$ cat config.mk
export PLATFORM = sky130hd
export DESIGN_NAME = muldiv_seq
export DESIGN_NICKNAME = d
export VERILOG_FILES = /design/src/rtl/muldiv_pkg.sv /design/src/rtl/muldiv_seq_div_radix2_core.sv /design/src/rtl/muldiv_seq.sv
export SDC_FILE = /design/constraint.sdc
export NUM_CORES = 2
export LEC_CHECK = 0
export CORE_MARGIN = 2
export CORE_UTILIZATION = 45
export DETAILED_ROUTE_END_ITERATION = 6
export HOLD_SLACK_MARGIN = 0.08
export SKIP_LAST_GASP = 1
export SYNTH_ARGS = -nofsm -noshare
export SYNTH_HDL_FRONTEND = slang
export SYNTH_HIERARCHICAL = 1
export SYNTH_SLANG_ARGS = --single-unit
export TNS_END_PERCENT = 30
$ cat constraint.sdc
create_clock -name clk -period 20.9 [get_ports clk]
set_input_delay 2.09 -clock clk [delete_from_list [all_inputs] [get_ports clk]]
set_output_delay 2.09 -clock clk [all_outputs]
set_load 0.005 [all_outputs]
$ cat src/rtl/muldiv_pkg.sv
// Shared encodings and small arithmetic helpers for the multiply/divide sequencer.
// Pure declarations; no state, no timing of its own.
package muldiv_pkg;

  localparam logic [1:0] MD_MULT  = 2'b00;
  localparam logic [1:0] MD_MULTU = 2'b01;
  localparam logic [1:0] MD_DIV   = 2'b10;
  localparam logic [1:0] MD_DIVU  = 2'b11;

  localparam int DIV_ITERS = 32;

  typedef enum logic [1:0] {
    S_IDLE = 2'd0,
    S_MUL  = 2'd1,
    S_DIV  = 2'd2,
    S_DONE = 2'd3
  } state_t;

  function automatic logic [31:0] neg_if(input logic [31:0] x, input logic c);
    return c ? (32'd0 - x) : x;
  endfunction

  function automatic logic [63:0] ext64(input logic [31:0] x, input logic sgn);
    return {{32{sgn & x[31]}}, x};
  endfunction

endpackage

$ cat src/rtl/muldiv_seq_div_radix2_core.sv
// Radix-2 restoring divider on operand magnitudes, one quotient bit per step.
// 32 steps after load; the caller holds off step while it is stalled or flushed.
module div_radix2_core
  import muldiv_pkg::*;
(
  input  logic        clk,
  input  logic        rst,
  input  logic        load,
  input  logic        step,
  input  logic        sgn,
  input  logic [31:0] dvd,
  input  logic [31:0] dvs,
  output logic        last,
  output logic [31:0] quo_nxt,
  output logic [31:0] rem_nxt
);

  logic [31:0] rem_q;
  logic [31:0] quo_q;
  logic [31:0] dvs_q;
  logic [4:0]  cnt_q;

  logic [32:0] rem_sh;
  logic [32:0] diff;
  logic        restore;

  // The 33-bit partial remainder only lives between shift and subtract; the
  // stored remainder is always below the divisor so 32 bits hold it.
  always_comb begin
    rem_sh  = {rem_q, quo_q[31]};
    diff    = rem_sh - {1'b0, dvs_q};
    restore = diff[32] & ~rem_sh[32];
    rem_nxt = restore ? rem_sh[31:0] : diff[31:0];
    quo_nxt = {quo_q[30:0], ~restore};
  end

  assign last = (cnt_q == 5'(DIV_ITERS - 1));

  always_ff @(posedge clk or posedge rst) begin
    if (rst) begin
      rem_q <= '0;
      quo_q <= '0;
      dvs_q <= '0;
      cnt_q <= '0;
    end else if (load) begin
      rem_q <= '0;
      quo_q <= neg_if(dvd, sgn & dvd[31]);
      dvs_q <= neg_if(dvs, sgn & dvs[31]);
      cnt_q <= '0;
    end else if (step) begin
      rem_q <= rem_nxt;
      quo_q <= quo_nxt;
      cnt_q <= cnt_q + 5'd1;
    end
  end

endmodule

$ cat src/rtl/muldiv_seq.sv
// MULT/MULTU/DIV/DIVU sequencer: 1+MUL_CYC cycles for multiply, 33 for divide, 1 for divide-by-zero.
// busy stalls the pipeline while iterating; cancel aborts without writing HI/LO.
module muldiv_seq
  import muldiv_pkg::*;
#(
  parameter logic [31:0] DZ_LO   = 32'hFFFF_FFFF,
  parameter int          MUL_CYC = 1
)
(
  input  logic        clk,
  input  logic        rst,
  input  logic        start,
  input  logic [1:0]  op,
  input  logic [31:0] a,
  input  logic [31:0] b,
  input  logic        cancel,
  output logic        busy,
  output logic        hilo_write,
  output logic [31:0] hi_out,
  output logic [31:0] lo_out
);

  state_t      state, next_state;
  logic [31:0] a_q, b_q;
  logic        sgn_q;
  logic [1:0]  mul_cnt;

  logic        is_mul, op_sgn, accept, mul_last;
  logic        div_load, div_step, div_last;
  logic [31:0] quo_nxt, rem_nxt, q_fix, r_fix;
  logic [63:0] prod;

  always_comb begin
    is_mul = 1'b1;
    op_sgn = 1'b1;
    case (op)
      MD_MULT:  begin is_mul = 1'b1; op_sgn = 1'b1; end
      MD_MULTU: begin is_mul = 1'b1; op_sgn = 1'b0; end
      MD_DIV:   begin is_mul = 1'b0; op_sgn = 1'b1; end
      MD_DIVU:  begin is_mul = 1'b0; op_sgn = 1'b0; end
    endcase
  end

  assign accept   = (state == S_IDLE) & start & ~cancel;
  assign mul_last = (mul_cnt == 2'(MUL_CYC - 1));

  always_ff @(posedge clk or posedge rst) begin
    if (rst) state <= S_IDLE;
    else     state <= next_state;
  end

  always_comb begin
    next_state = state;
    case (state)
      S_IDLE: begin
        if (start && !cancel) begin
          if (is_mul)        next_state = S_MUL;
          else if (b == '0)  next_state = S_DONE;
          else               next_state = S_DIV;
        end
      end
      S_MUL:  if (cancel) next_state = S_IDLE; else if (mul_last) next_state = S_DONE;
      S_DIV:  if (cancel) next_state = S_IDLE; else if (div_last) next_state = S_DONE;
      S_DONE: next_state = S_IDLE;
    endcase
  end

  // A flush in DONE still suppresses the write strobe that cycle.
  always_comb begin
    busy       = (state != S_IDLE);
    hilo_write = (state == S_DONE) & ~cancel;
    div_load   = accept & ~is_mul & (b != '0);
    div_step   = (state == S_DIV) & ~cancel;
  end

  always_ff @(posedge clk or posedge rst) begin
    if (rst) begin
      a_q     <= '0;
      b_q     <= '0;
      sgn_q   <= 1'b0;
      mul_cnt <= '0;
    end else begin
      if (accept) begin
        a_q   <= a;
        b_q   <= b;
        sgn_q <= op_sgn;
      end
      mul_cnt <= (state == S_MUL) ? mul_cnt + 2'd1 : 2'd0;
    end
  end

  assign prod  = ext64(a_q, sgn_q) * ext64(b_q, sgn_q);
  assign q_fix = neg_if(quo_nxt, sgn_q & (a_q[31] ^ b_q[31]));
  assign r_fix = neg_if(rem_nxt, sgn_q & a_q[31]);

  div_radix2_core u_div (
    .clk     (clk),
    .rst     (rst),
    .load    (div_load),
    .step    (div_step),
    .sgn     (op_sgn),
    .dvd     (a),
    .dvs     (b),
    .last    (div_last),
    .quo_nxt (quo_nxt),
    .rem_nxt (rem_nxt)
  );

  // Results are captured on the edge into DONE so they are visible with the strobe.
  always_ff @(posedge clk or posedge rst) begin
    if (rst) begin
      hi_out <= '0;
      lo_out <= '0;
    end else if (state != S_DONE && next_state == S_DONE) begin
      case (state)
        S_IDLE:  begin hi_out <= a;            lo_out <= DZ_LO;        end
        S_MUL:   begin hi_out <= prod[63:32];  lo_out <= prod[31:0];   end
        S_DIV:   begin hi_out <= r_fix;        lo_out <= q_fix;        end
        default: begin hi_out <= hi_out;       lo_out <= lo_out;       end
      endcase
    end
  end

endmodule
==> run_summary.xml <==
<?xml version="1.0" encoding="UTF-8"?>
<metrics>
  <group name="floorplan">
    <metric name="top_level_ports" unit="">136</metric>
    <metric name="floorplan.die.height" unit="um">348.1</metric>
    <metric name="core_outline_area" unit="um^2">117800</metric>
    <metric name="die_area" unit="um^2">121100</metric>
    <metric name="initial_util" unit="%">45.23</metric>
    <metric name="fp-row-count" unit="">126</metric>
    <metric name="fp.dieW" unit="um">348.1</metric>
  </group>
  <group name="place">
    <metric name="hpwl" unit="um">123400</metric>
    <metric name="globalplace.congestion" unit="">0.9162</metric>
    <metric name="pre_cts_ws" unit="ps">11780</metric>
    <metric name="port-buffer-count" unit="">135</metric>
  </group>
  <group name="cts">
    <metric name="worst_setup_hold_path_clk_slew" unit="ps">70</metric>
    <metric name="ctsHtreeMaxLevel" unit="">1</metric>
    <metric name="clock_tree.root_cell" unit="">clkbuf_16</metric>
    <metric name="cts_setup_buffers" unit="">0</metric>
    <metric name="post_cts_hold_buffer_count" unit="">0</metric>
    <metric name="cts_tree" unit="">done</metric>
    <metric name="cts.sinks" unit="">234</metric>
    <metric name="tritoncts.num_buffers" unit="">27</metric>
    <metric name="clock_latency" unit="ps">580</metric>
    <metric name="post_cts_resize_count" unit="">0</metric>
    <metric name="cts_max_path_buffers" unit="">3</metric>
  </group>
  <group name="final_layout">
    <metric name="most-common-layout-cells" unit="">inv_1, fa_1, nand2_1</metric>
    <metric name="drive_above_1_share" unit="%">4.972</metric>
    <metric name="final_nets" unit="">7246</metric>
    <metric name="area_delta_synth_final" unit="%">6.321</metric>
    <metric name="layout.cells.most_common" unit="">inv_1</metric>
    <metric name="fin_util" unit="%">48.09</metric>
  </group>
  <group name="synthesis">
    <metric name="nets_in_the_synthesized_netlist" unit="">7363</metric>
    <metric name="synthesized_flop_and_latch_total" unit="">234</metric>
    <metric name="share_of_synthesized_area_occupied_by_flip_flops_and_latches" unit="%">10.99</metric>
    <metric name="post_synth_inst_count" unit="">5909</metric>
    <metric name="synth_enable_flop_cells" unit="">0</metric>
    <metric name="ys.warnings.count" unit="">6</metric>
    <metric name="synth_async_reset_ratio" unit="%">100.0</metric>
    <metric name="synth_area_leaders" unit="">fa_1, dfrtp_1, inv_1</metric>
    <metric name="synth_top_area_cell" unit="">fa_1</metric>
    <metric name="yosysTopAreaCellShare" unit="%">42.31</metric>
    <metric name="avg_inst_size_synth" unit="um^2">9.015</metric>
    <metric name="synth_area" unit="um^2">53270</metric>
    <metric name="synth_flop_cell" unit="">dfrtp_1</metric>
    <metric name="synth.lib_cells_used.distinct" unit="">92</metric>
  </group>
  <group name="job">
    <metric name="max-cap-violations" unit="">0</metric>
  </group>
  <group name="sta">
    <metric name="finalSetupViolations" unit="">0</metric>
    <metric name="max_freq" unit="MHz">109.1</metric>
    <metric name="final_min_period_over_clock_period" unit="%">43.84</metric>
    <metric name="rsz_0062_raised_after_global_routing" unit="">no</metric>
    <metric name="tightestPinTransition" unit="ps">1149</metric>
    <metric name="fin_skew" unit="ps">18.74</metric>
    <metric name="max-slew-margin-rel" unit="%">23.40</metric>
    <metric name="timing_hold_violations_final" unit="">0</metric>
    <metric name="final.min_clock_period" unit="ps">9162</metric>
    <metric name="finalWorstSetupSlack" unit="ps">11740</metric>
    <metric name="finalMaxSlewViolations" unit="">0</metric>
    <metric name="fin_hold_ws" unit="ps">432.2</metric>
    <metric name="totalNegativeSetupSlack" unit="ps">0</metric>
  </group>
  <group name="route">
    <metric name="route.antenna.remaining_nets" unit="">0</metric>
    <metric name="drt_drc_violations_left" unit="">0</metric>
    <metric name="dr.pass1.iters" unit="">6</metric>
    <metric name="detailroute.via_count" unit="">40163</metric>
    <metric name="routed_length_per_placed_instance" unit="um">20.81</metric>
    <metric name="drtIter0Drc" unit="">2658</metric>
    <metric name="routed_wirelength" unit="um">153000</metric>
    <metric name="drt-vias-per-instance" unit="">5.463</metric>
  </group>
  <group name="global_routing">
    <metric name="grt_first_pass_wirelength" unit="um">246900</metric>
    <metric name="grt_start_max_net_pins" unit="">78</metric>
    <metric name="first_global_vias" unit="">42520</metric>
    <metric name="grt_overflow" unit="">0</metric>
    <metric name="antenna_found_initial" unit="">11</metric>
    <metric name="grt_util_all_layers" unit="%">26.05</metric>
  </group>
  <group name="setup_path">
    <metric name="critical_path.n_buffers_inverters" unit="">9</metric>
    <metric name="slowest_stage" unit="">fa_1</metric>
    <metric name="arrival" unit="ps">9600</metric>
    <metric name="critical_path.startpoint_type" unit="">flip-flop</metric>
    <metric name="path_class" unit="">reg -&gt; reg</metric>
    <metric name="max_stage_delay" unit="ps">830</metric>
    <metric name="crit_path_max_fanout" unit="">28</metric>
    <metric name="cpLargestDelayFamily" unit="">adder cells</metric>
    <metric name="crit_path_frequent_cell" unit="">fa_1</metric>
    <metric name="end_kind" unit="">flip-flop</metric>
    <metric name="required_time_of_the_critical_path" unit="ps">21340</metric>
  </group>
  <group name="worst_hold_path">
    <metric name="timing.hold.worst.class" unit="">reg -&gt; reg</metric>
  </group>
  <group name="status">
    <metric name="outcome" unit="">completed</metric>
  </group>
</metrics>
[registers in the layout (all words and copies together), names as in the netlist]
name	count
state	2
u_div/quo_q	32
u_div/dvs_q	32
a_q	32
u_div/rem_q	32
lo_out	32
sgn_q	1
b_q	32
u_div/cnt_q	5
mul_cnt	2
hi_out	32
[routing by layer]
metal	GRT usage (%)	wire [um]	vias to the layer above
met3	2.659	8591	175
met5	0	0	-
met1	36.37	65670	21123
li1	-	-	17710
met2	43.81	74690	1155
met4	6.052	4042	0
[metrics by stage]
step / instance area (um^2) / std cells
2_1_floorplan: 53270 / 5909
3_3_place_gp: 55690 / 7299
3_5_place_dp: 55690 / 7299
4_1_cts: 56630 / 7349
5_1_grt: 56630 / 7349
6_report: 56640 / 7352
[final cells by class]
class                      count  area, um^2
clock buffer                  35       765.7
antenna                        3       7.507
multi-input combinational   4119       41460
tap                         1536        1922
fill                       11241       61130
sequential                   234        5886
inverter                    1201        4516
clock inverter                15       175.2
timing repair buffer         209        1907
[cell families after synthesis]
group,count (synthesis),synth area share (%)
flops,234,10.99
simple gates,1739,15.28
buf+inv,1556,11.23
xor+xnor,208,3.420
mux,136,2.767
compound gates,652,7.939
fa+ha+maj,1384,48.37
[worst reg2reg max path: cells and delay by family, from the launching register on]
| family | cells | cell delay, ps |
|---|---|---|
| simple gates | 3 | 940 |
| flops | 1 | 320 |
| compound gates | 7 | 1410 |
| fa+ha+maj | 9 | 4600 |
| buf+inv | 9 | 1760 |
[cell usage after synthesis, drive strengths merged, types with 12 or more instances]
cell type,n
inv,1201
fa,1126
nand2,888
and2,357
clkbuf,301
ha,258
dfrtp,234
nor2,227
a21oi,187
o21ai,180
xnor2,119
mux2,90
xor2,89
buf,54
mux2i,46
a221oi,45
nor3,42
a21o,39
and3,39
nand3,36
nor4,29
o31ai,28
o21a,25
a31oi,24
nand4,22
nand2b,17
or2,16
a211oi,15
o41ai,15
nor2b,14
o21bai,12
or3,12
[final timing paths]
| check | start | slack (ps) | to | depth (start not counted) |
|---|---|---|---|---|
| max reg2reg | sgn_q | 11740 | hi_out[27] | 28 |
| min reg2reg | mul_cnt[0] | 430 | mul_cnt[0] | 1 |
| max in group asynchronous | rst | 17220 | b_q[21] | 3 |
| min | mul_cnt[0] | 430 | mul_cnt[0] | 1 |
| max | sgn_q | 11740 | hi_out[27] | 28 |
| min in group asynchronous | rst | 2000 | u_div/dvs_q[4] | 2 |
Power is not shown: default switching activity piles up to over one toggle a cycle in this logic, so the estimate is an artifact.
